$ cat src/rtl/shift_deserializer.sv
// Serial-to-parallel receive stage: assembles N-bit words (LSB- or MSB-first) into a valid/ready holding register.
// Optional even-parity frame checking is enabled by defining PARITY_CHK_EN (adds the ParityErr output).
module shift_deserializer #(
    parameter  int unsigned N     = 8,
    localparam int unsigned CNT_W = $clog2(N + 1)
) (
    input  logic             Clk,
    input  logic             Rst_n,
    input  logic             SerIn,
    input  logic             SerValid,
    input  logic             Dir,
    input  logic             Clear,
    output logic [N-1:0]     Out,
    output logic             OutValid,
    input  logic             OutReady,
    output logic             Busy,
    output logic [CNT_W-1:0] BitCnt,
    output logic             Overrun
`ifdef PARITY_CHK_EN
    ,
    output logic             ParityErr
`endif
);

    typedef enum logic {
        S_IDLE    = 1'b0,
        S_COLLECT = 1'b1
    } state_t;

`ifdef PARITY_CHK_EN
    // The parity bit arrives when N data bits are already held, so the count runs up to N.
    localparam logic [CNT_W-1:0] LAST_CNT = CNT_W'(N);
`else
    localparam logic [CNT_W-1:0] LAST_CNT = CNT_W'(N - 1);
`endif

    state_t           r_state;
    state_t           w_state_nxt;
    logic [N-1:0]     r_sreg;
    logic [N-1:0]     w_sreg_nxt;
    logic [CNT_W-1:0] r_cnt;
    logic [CNT_W-1:0] w_cnt_nxt;
    logic             r_dir;
    logic             w_dir_nxt;
    logic [N-1:0]     r_out;
    logic [N-1:0]     w_out_nxt;
    logic             r_out_valid;
    logic             w_out_valid_nxt;
    logic             r_overrun;
    logic             w_overrun_nxt;

    logic             w_accept;
    logic             w_last;
    logic             w_dir_eff;
    logic [N-1:0]     w_shifted;
    logic [N-1:0]     w_word;

`ifdef PARITY_CHK_EN
    logic             r_perr;
    logic             w_perr_nxt;
    logic             w_word_perr;
`endif

    always_ff @(posedge Clk or negedge Rst_n) begin
        if (!Rst_n) begin
            r_state     <= S_IDLE;
            r_sreg      <= '0;
            r_cnt       <= '0;
            r_dir       <= 1'b0;
            r_out       <= '0;
            r_out_valid <= 1'b0;
            r_overrun   <= 1'b0;
`ifdef PARITY_CHK_EN
            r_perr      <= 1'b0;
`endif
        end else begin
            r_state     <= w_state_nxt;
            r_sreg      <= w_sreg_nxt;
            r_cnt       <= w_cnt_nxt;
            r_dir       <= w_dir_nxt;
            r_out       <= w_out_nxt;
            r_out_valid <= w_out_valid_nxt;
            r_overrun   <= w_overrun_nxt;
`ifdef PARITY_CHK_EN
            r_perr      <= w_perr_nxt;
`endif
        end
    end

    always_comb begin
        w_state_nxt     = r_state;
        w_sreg_nxt      = r_sreg;
        w_cnt_nxt       = r_cnt;
        w_dir_nxt       = r_dir;
        w_out_nxt       = r_out;
        w_out_valid_nxt = r_out_valid;
        w_overrun_nxt   = r_overrun;

        // Clear wins over a same-cycle serial bit, which is then discarded.
        w_accept  = SerValid && !Clear;
        w_last    = w_accept && (r_cnt == LAST_CNT);
        w_dir_eff = (r_state == S_IDLE) ? Dir : r_dir;
        w_shifted = w_dir_eff ? {r_sreg[N-2:0], SerIn} : {SerIn, r_sreg[N-1:1]};

`ifdef PARITY_CHK_EN
        w_perr_nxt  = r_perr;
        w_word      = r_sreg;
        w_word_perr = ^{r_sreg, SerIn};
`else
        w_word      = w_shifted;
`endif

        if (Clear) begin
            w_sreg_nxt    = '0;
            w_cnt_nxt     = '0;
            w_state_nxt   = S_IDLE;
            w_overrun_nxt = 1'b0;
        end else if (w_accept) begin
            if (r_state == S_IDLE) begin
                w_dir_nxt = Dir;
            end
`ifdef PARITY_CHK_EN
            if (!w_last) begin
                w_sreg_nxt = w_shifted;
            end
`else
            w_sreg_nxt = w_shifted;
`endif
            if (w_last) begin
                w_cnt_nxt   = '0;
                w_state_nxt = S_IDLE;
            end else begin
                w_cnt_nxt   = r_cnt + CNT_W'(1);
                w_state_nxt = S_COLLECT;
            end
        end

        // A completing word loads the holding register if it is free or being read this cycle.
        if (w_last) begin
            if (!r_out_valid || OutReady) begin
                w_out_nxt       = w_word;
                w_out_valid_nxt = 1'b1;
`ifdef PARITY_CHK_EN
                w_perr_nxt      = w_word_perr;
`endif
            end else begin
                w_overrun_nxt = 1'b1;
            end
        end else if (r_out_valid && OutReady) begin
            w_out_valid_nxt = 1'b0;
        end
    end

    assign Out      = r_out;
    assign OutValid = r_out_valid;
    assign Busy     = (r_state == S_COLLECT);
    assign BitCnt   = r_cnt;
    assign Overrun  = r_overrun;
`ifdef PARITY_CHK_EN
    assign ParityErr = r_perr;
`endif

endmodule
$ cat config.mk
export PLATFORM = sky130hd
export DESIGN_NAME = shift_deserializer
export DESIGN_NICKNAME = d
export VERILOG_FILES = /design/src/rtl/shift_deserializer.sv
export SDC_FILE = /design/constraint.sdc
export NUM_CORES = 1
export LEC_CHECK = 0
export CORE_MARGIN = 2
export CORE_UTILIZATION = 45
export DETAILED_ROUTE_END_ITERATION = 10
export PLACE_DENSITY = 0.69
export SLEW_MARGIN = 10
export SYNTH_ARGS = -nofsm -noshare
export SYNTH_HDL_FRONTEND = slang
export SYNTH_SLANG_ARGS = --single-unit
$ cat constraint.sdc
create_clock -name Clk -period 4.9 [get_ports Clk]
set_input_delay 0.49 -clock Clk [delete_from_list [all_inputs] [get_ports Clk]]
set_output_delay 0.49 -clock Clk [all_outputs]
set_load 0.01 [all_outputs]
==> impl_metrics.toml, run 1 <==
[placed_design]
placed_cells = 139
numPortBuffers = 21
dp_hpwl_um = 1474
place_area_um2 = 1326
place_congestion = 0.6993

[sta]
rsz0062_at_grt = "no"
timing.hold.ws_ps = 527.0
slew_headroom = 0.2968
max_freq_mhz = 411.8
finalSetupViolations = 0
finalMaxSlewViolations = 0
final_period_minus_worst_setup_slack_ps = 2428
final.setup_skew_ps = 9.245
tightestPinTransition_ps = 1051
report.final.hold_viol_count = 0
timing.setup.tns_ps = 0
finalCritPeriodShare = 0.4955

[detailed_routing]
post_drt_wl_per_cell_um = 14.10
post-route-drc-count = 0
via_per_inst = 5.168
final_antenna_net_count = 0
finalWirelength_um = 2017
detail_route.first_pass.iterations = 2
detail_route.iter0.violations = 2
dr_total_vias = 739

[floorplan]
dieHeight_um = 53.44
std_cell_rows = 17
initial_utilization = 0.4878
die_width_um = 53.44
die-area_um2 = 2855
num_io_pins = 22
core_um2 = 2255

[cells_and_area]
postLayoutCoreUtil = 0.6043
fillCellCount = 191
final_net_count = 124
final_cell_area_um2 = 1363
layoutNonFillerInstCount = 143
layout.cells.most_common = "sky130_fd_sc_hd__dfrtp_1"
drive_gt1_frac = 0.1739
layout_common_cells = "sky130_fd_sc_hd__dfrtp_1 (24), sky130_fd_sc_hd__clkdlybuf4s50_1 (21), sky130_fd_sc_hd__nor2_1 (17), sky130_fd_sc_hd__mux2_2 (13)"
syn2layout_area_growth_pct = 23.89
register_area_um2 = 600.6
multiInputGateArea_um2 = 465.4
diodes = 0

[clock_tree]
cts_buffer_depth = 2
worst_skew_pair.late_latency_ps = 310
cts.repair.resized = 0
clk_transition_reported_paths_ps = 120
cts_setup_buffers = 0
cts.htree.levels = 1
clockRootBuffer = "sky130_fd_sc_hd__clkbuf_4"
tritoncts_clock_tree = "done"
clock-sinks = 24
count_of_hold_fix_buffers_inserted_at_cts = 0
tritoncts.num_buffers = 3

[worst_setup_path]
cp.required_ps = 5100
worstPathArrival_ps = 2630
critPathBufInv = 2
reg2reg_setup_slack_ps = 2960
cp_max_fo = 16
critical_path.endpoint_type = "flip-flop"
max_stage_delay_cell_worst_path = "sky130_fd_sc_hd__clkdlybuf4s50_1"
critical_path.startpoint_type = "primary input"
critPathLaunch = "SerValid"
timing.critical_path.to = "Out[0]"
timing.critical_path.depth = 4
r2r-start = "BitCnt[0]"
worstSetupPathType = "in2reg"
r2r.worst_path.cells = 4
slowest_delay_ps = 860
worst_path_dominant_cell_family = "buffers and inverters"
crit_path_cell_trace = "clkdlybuf4s50_1 -> inv_2 -> nor4b_4 -> mux2_2"
r2r-end = "Out[0]"

[synth]
ys_ff_latch = 24
ys.warnings.count = 0
count_of_different_cell_masters_after_synthesis = 23
synth-seq-area-share = 0.5461
syn-instance-count = 94
netlist_area_um2 = 1100
syn_avg_cell_area_um2 = 11.70
synth.net_count = 102

[run]
max_cap_violations = 0

[global_route]
grt_pass1_wl_um = 3422
initial_antenna_violation_count = 0
global_route.usage.total = 0.1692
maximum_number_of_pins_on_one_net_before_global_route_repair = 25
first_global_vias = 762
gr_overflow_total = 0

[power_and_ir_drop]
cellPowerDensity_nw_per_um2 = 270.0
worst_ir_drop_vdd_v = 0.0001958
total_leakage_power_nw = 0.6208

[worst_hold_path]
min_path_type = "reg2reg"

[status]
result_of_the_run = "complete, no violations"
layer usage:
| layer | wire length, um | share of wire | track usage | vias up |
|---|---|---|---|---|
| li1 | - | - | - | 366 |
| met1 | 948 | 0.47 | 0.2069 | 354 |
| met2 | 946 | 0.47 | 0.2798 | 17 |
| met3 | 103 | 0.051 | 0.03107 | 2 |
| met4 | 17 | 0.0084 | 0.08974 | 0 |
| met5 | 0 | 0 | 0 | - |
worst min path at each step:
stage           start        end  slack [ps]  cells past startpoint
2_1_floorplan   Rst_n  BitCnt[0]         190                      0
3_3_place_gp   Out[4]     Out[4]         490                      1
3_5_place_dp   Out[3]     Out[3]         500                      1
4_1_cts        Out[3]     Out[3]         530                      1
5_1_grt        Out[3]     Out[3]         560                      1
6_report       Out[3]     Out[3]         530                      1
final cells by class:
cell class	count	area share
multi-input combinational	62	0.3416
sequential	24	0.4408
clock buffer	4	0.02663
timing repair buffer	21	0.1543
inverter	4	0.01102
tap	28	0.02571
worst reg2reg max path: cells and delay by family, from the launching register on:
family / cells / cell delay (ps)
mux: 1 / 400
flops: 1 / 430
simple gates: 2 / 780
fa+ha+maj: 1 / 220
cells in the mapped netlist (all sizes together):
cell type / instances / share of area
dfrtp: 24 / 0.55
nor2: 17 / 0.058
mux2: 13 / 0.13
mux2i: 7 / 0.067
o21a: 6 / 0.041
inv: 4 / 0.014
nand2: 4 / 0.014
a211oi: 2 / 0.014
a21oi: 2 / 0.0091
buf: 2 / 0.010
clkbuf: 2 / 0.0068
nand3b: 2 / 0.014
or3: 2 / 0.011
ha: 1 / 0.011
nand2b: 1 / 0.0057
nand4: 1 / 0.0057
nor3: 1 / 0.0045
nor4b: 1 / 0.022
o22ai: 1 / 0.0057
xor2: 1 / 0.0080
flip-flops by register name, summed over array words and instances (netlist names):
signal / count
r_dir: 1
Overrun: 1
BitCnt: 4
OutValid: 1
r_sreg: 8
Busy: 1
Out: 8
power by group:
part	leakage [nW]	internal, mW	total [mW]	switching, mW
registers	0.316	0.207	0.214	0.00739
clock network	0.0210	0.0454	0.101	0.0561
logic	0.284	0.0264	0.0520	0.0256
cell families after synthesis:
family	share of synthesized area
fa+ha+maj	0.01137
simple gates	0.1342
flops	0.5461
xor+xnor	0.007965
mux	0.2002
compound gates	0.06939
buf+inv	0.03071
through the flow:
stage / total power, mW / setup slack, ps
final: 0.3679 / 2472
after global routing: 0.3872 / 2406
after CTS: 0.3722 / 2466
after detailed placement: 0.2708 / 2120
after global placement: 0.2694 / 2222
after floorplan: 0.2494 / 3164
(Power assumes the default switching activity.)
==> inputs of run 2 (changes only) <==
--- a/config.mk
+++ b/config.mk
@@ -8,7 +8,7 @@
 export CORE_MARGIN = 2
 export CORE_UTILIZATION = 45
 export DETAILED_ROUTE_END_ITERATION = 10
-export PLACE_DENSITY = 0.69
+export PLACE_DENSITY = 0.72
 export SLEW_MARGIN = 10
 export SYNTH_ARGS = -nofsm -noshare
 export SYNTH_HDL_FRONTEND = slang
==> constraint.sdc (replaced) <==
create_clock -name Clk -period 2.08 [get_ports Clk]
set_input_delay 0.208 -clock Clk [delete_from_list [all_inputs] [get_ports Clk]]
set_output_delay 0.208 -clock Clk [all_outputs]
set_load 0.01 [all_outputs]
==> run 2 against run 1 <==
Against the previous run: flip-flop and latch count unchanged; global-route usage increased by 0.77 points; largest cell class unchanged; non-clock buffer count up 5; register-to-register slack worse by 2600 ps; total power grew 140%; cell area up 2.8%; sequential share of layout area is 1.2 points lower; via count grew 7.6%; core utilization rose by 1.7 points; clock-buffer cell count is the same.
==> impl_metrics.toml, run 2 (synthesis results as in run 1) <==
[status]
result_of_the_run = "complete, no violations"

[worst_setup_path]
critical_path.endpoint_type = "flip-flop"
critical_path.startpoint_type = "flip-flop"
cp.required_ps = 2300
worstSetupPathType = "reg2reg"
worstPathArrival_ps = 1980
cp_max_fo = 8

[placed_design]
dp_hpwl_um = 1471
numPortBuffers = 21
place_area_um2 = 1364
place_congestion = 0.6981
preCtsSetupSlack_ps = 293.9
placed_cells = 144

[sta]
slew_headroom = 0.7998
rsz0062_at_grt = "no"
max_freq_mhz = 566.3
timing.setup.tns_ps = 0
finalMaxSlewViolations = 0
timing.hold.ws_ps = 231.6
final_period_minus_worst_setup_slack_ps = 1766
tightestPinTransition_ps = 300.3
report.final.hold_viol_count = 0
finalSetupViolations = 0
postLayoutSetupSlackWorst_ps = 314.2
finalCritPeriodShare = 0.8489
final.setup_skew_ps = 1.544

[detailed_routing]
detail_route.first_pass.iterations = 4
post_drt_wl_per_cell_um = 14.46
wl_met2_um = 1042
detail_route.iter0.violations = 15
post-route-drc-count = 0
final_antenna_net_count = 0
m1WireLength_um = 957
highest_metal_layer_with_signal_wires = "met4"
dr_wl_met3_um = 97
dr_total_vias = 795
finalWirelength_um = 2140
via_per_inst = 5.372

[cells_and_area]
diodes = 0
postLayoutCoreUtil = 0.6210
syn2layout_area_growth_pct = 27.30
final_net_count = 129
layout_common_cells = "sky130_fd_sc_hd__dfrtp_1 (24), sky130_fd_sc_hd__clkdlybuf4s50_1 (21), sky130_fd_sc_hd__nor2_1 (17), sky130_fd_sc_hd__mux2_2 (13)"
drive_gt1_frac = 0.2083
layout.cells.most_common = "sky130_fd_sc_hd__dfrtp_1"
final_cell_area_um2 = 1400
layoutNonFillerInstCount = 148

[run]
max_cap_violations = 0

[clock_tree]
cts.htree.levels = 1
clock-sinks = 24
tritoncts.num_buffers = 3
worst_skew_pair.late_latency_ps = 310
tritoncts_clock_tree = "done"
clk_transition_reported_paths_ps = 130
cts.repair.resized = 0
cts_setup_buffers = 0
count_of_hold_fix_buffers_inserted_at_cts = 0
clockRootBuffer = "sky130_fd_sc_hd__clkbuf_4"
cts_buffer_depth = 2

[global_route]
gr_overflow_total = 0
grt_pass1_wl_um = 3581
global_route.usage.total = 0.1769
initial_antenna_violation_count = 0
maximum_number_of_pins_on_one_net_before_global_route_repair = 25
first_global_vias = 839

[power_and_ir_drop]
total_leakage_power_nw = 0.6454
cellPowerDensity_nw_per_um2 = 632.5
power_mw = 0.8856
worst_ir_drop_vdd_v = 0.0005271

[floorplan]
die_width_um = 53.44
num_io_pins = 22
core_um2 = 2255
die-area_um2 = 2855
std_cell_rows = 17
initial_utilization = 0.4878
dieHeight_um = 53.44

[worst_hold_path]
min_path_type = "in2async"
## run 2: metal layers
metal / vias to the layer above / track usage
met3: 4 / 0.02542
met1: 389 / 0.2101
met2: 26 / 0.3128
met4: 0 / 0.07692
li1: 376 / -
met5: - / 0
## run 2: final timing paths
path | endpoint | depth (start not counted) | slack [ps] | startpoint
min in group Clk | Out[7] | 2 | 530 | Out[7]
worst max register to register | Out[4] | 5 | 310 | BitCnt[0]
max in group asynchronous | Out[7] | 2 | 1620 | Rst_n
worst max-delay path | Out[4] | 5 | 310 | BitCnt[0]
worst min register to register | Out[7] | 2 | 530 | Out[7]
worst min-delay path | Out[6] | 2 | 230 | Rst_n
## run 2: cell type report
type                       count  area (um^2)
sequential                    24        600.6
timing repair buffer          26        247.7
tap                           28        35.03
fill                         194        854.6
multi-input combinational     62        465.4
clock buffer                   4        36.28
inverter                       4        15.01
## run 2: report_power, final
part | internal, mW | leakage (nW) | switching [mW]
Combinational | 0.0688 | 0.308 | 0.0639
Clock | 0.107 | 0.0210 | 0.142
Sequential | 0.488 | 0.316 | 0.0167
Total | 0.663 | 0.645 | 0.222
## run 2: worst max-delay path, stage by stage, from the launching register on
cell and delay [ps]:
sky130_fd_sc_hd__dfrtp_1 440, sky130_fd_sc_hd__ha_1 210, sky130_fd_sc_hd__nand3b_1 200, sky130_fd_sc_hd__nor4b_4 250, sky130_fd_sc_hd__buf_4 220, sky130_fd_sc_hd__mux2_2 340
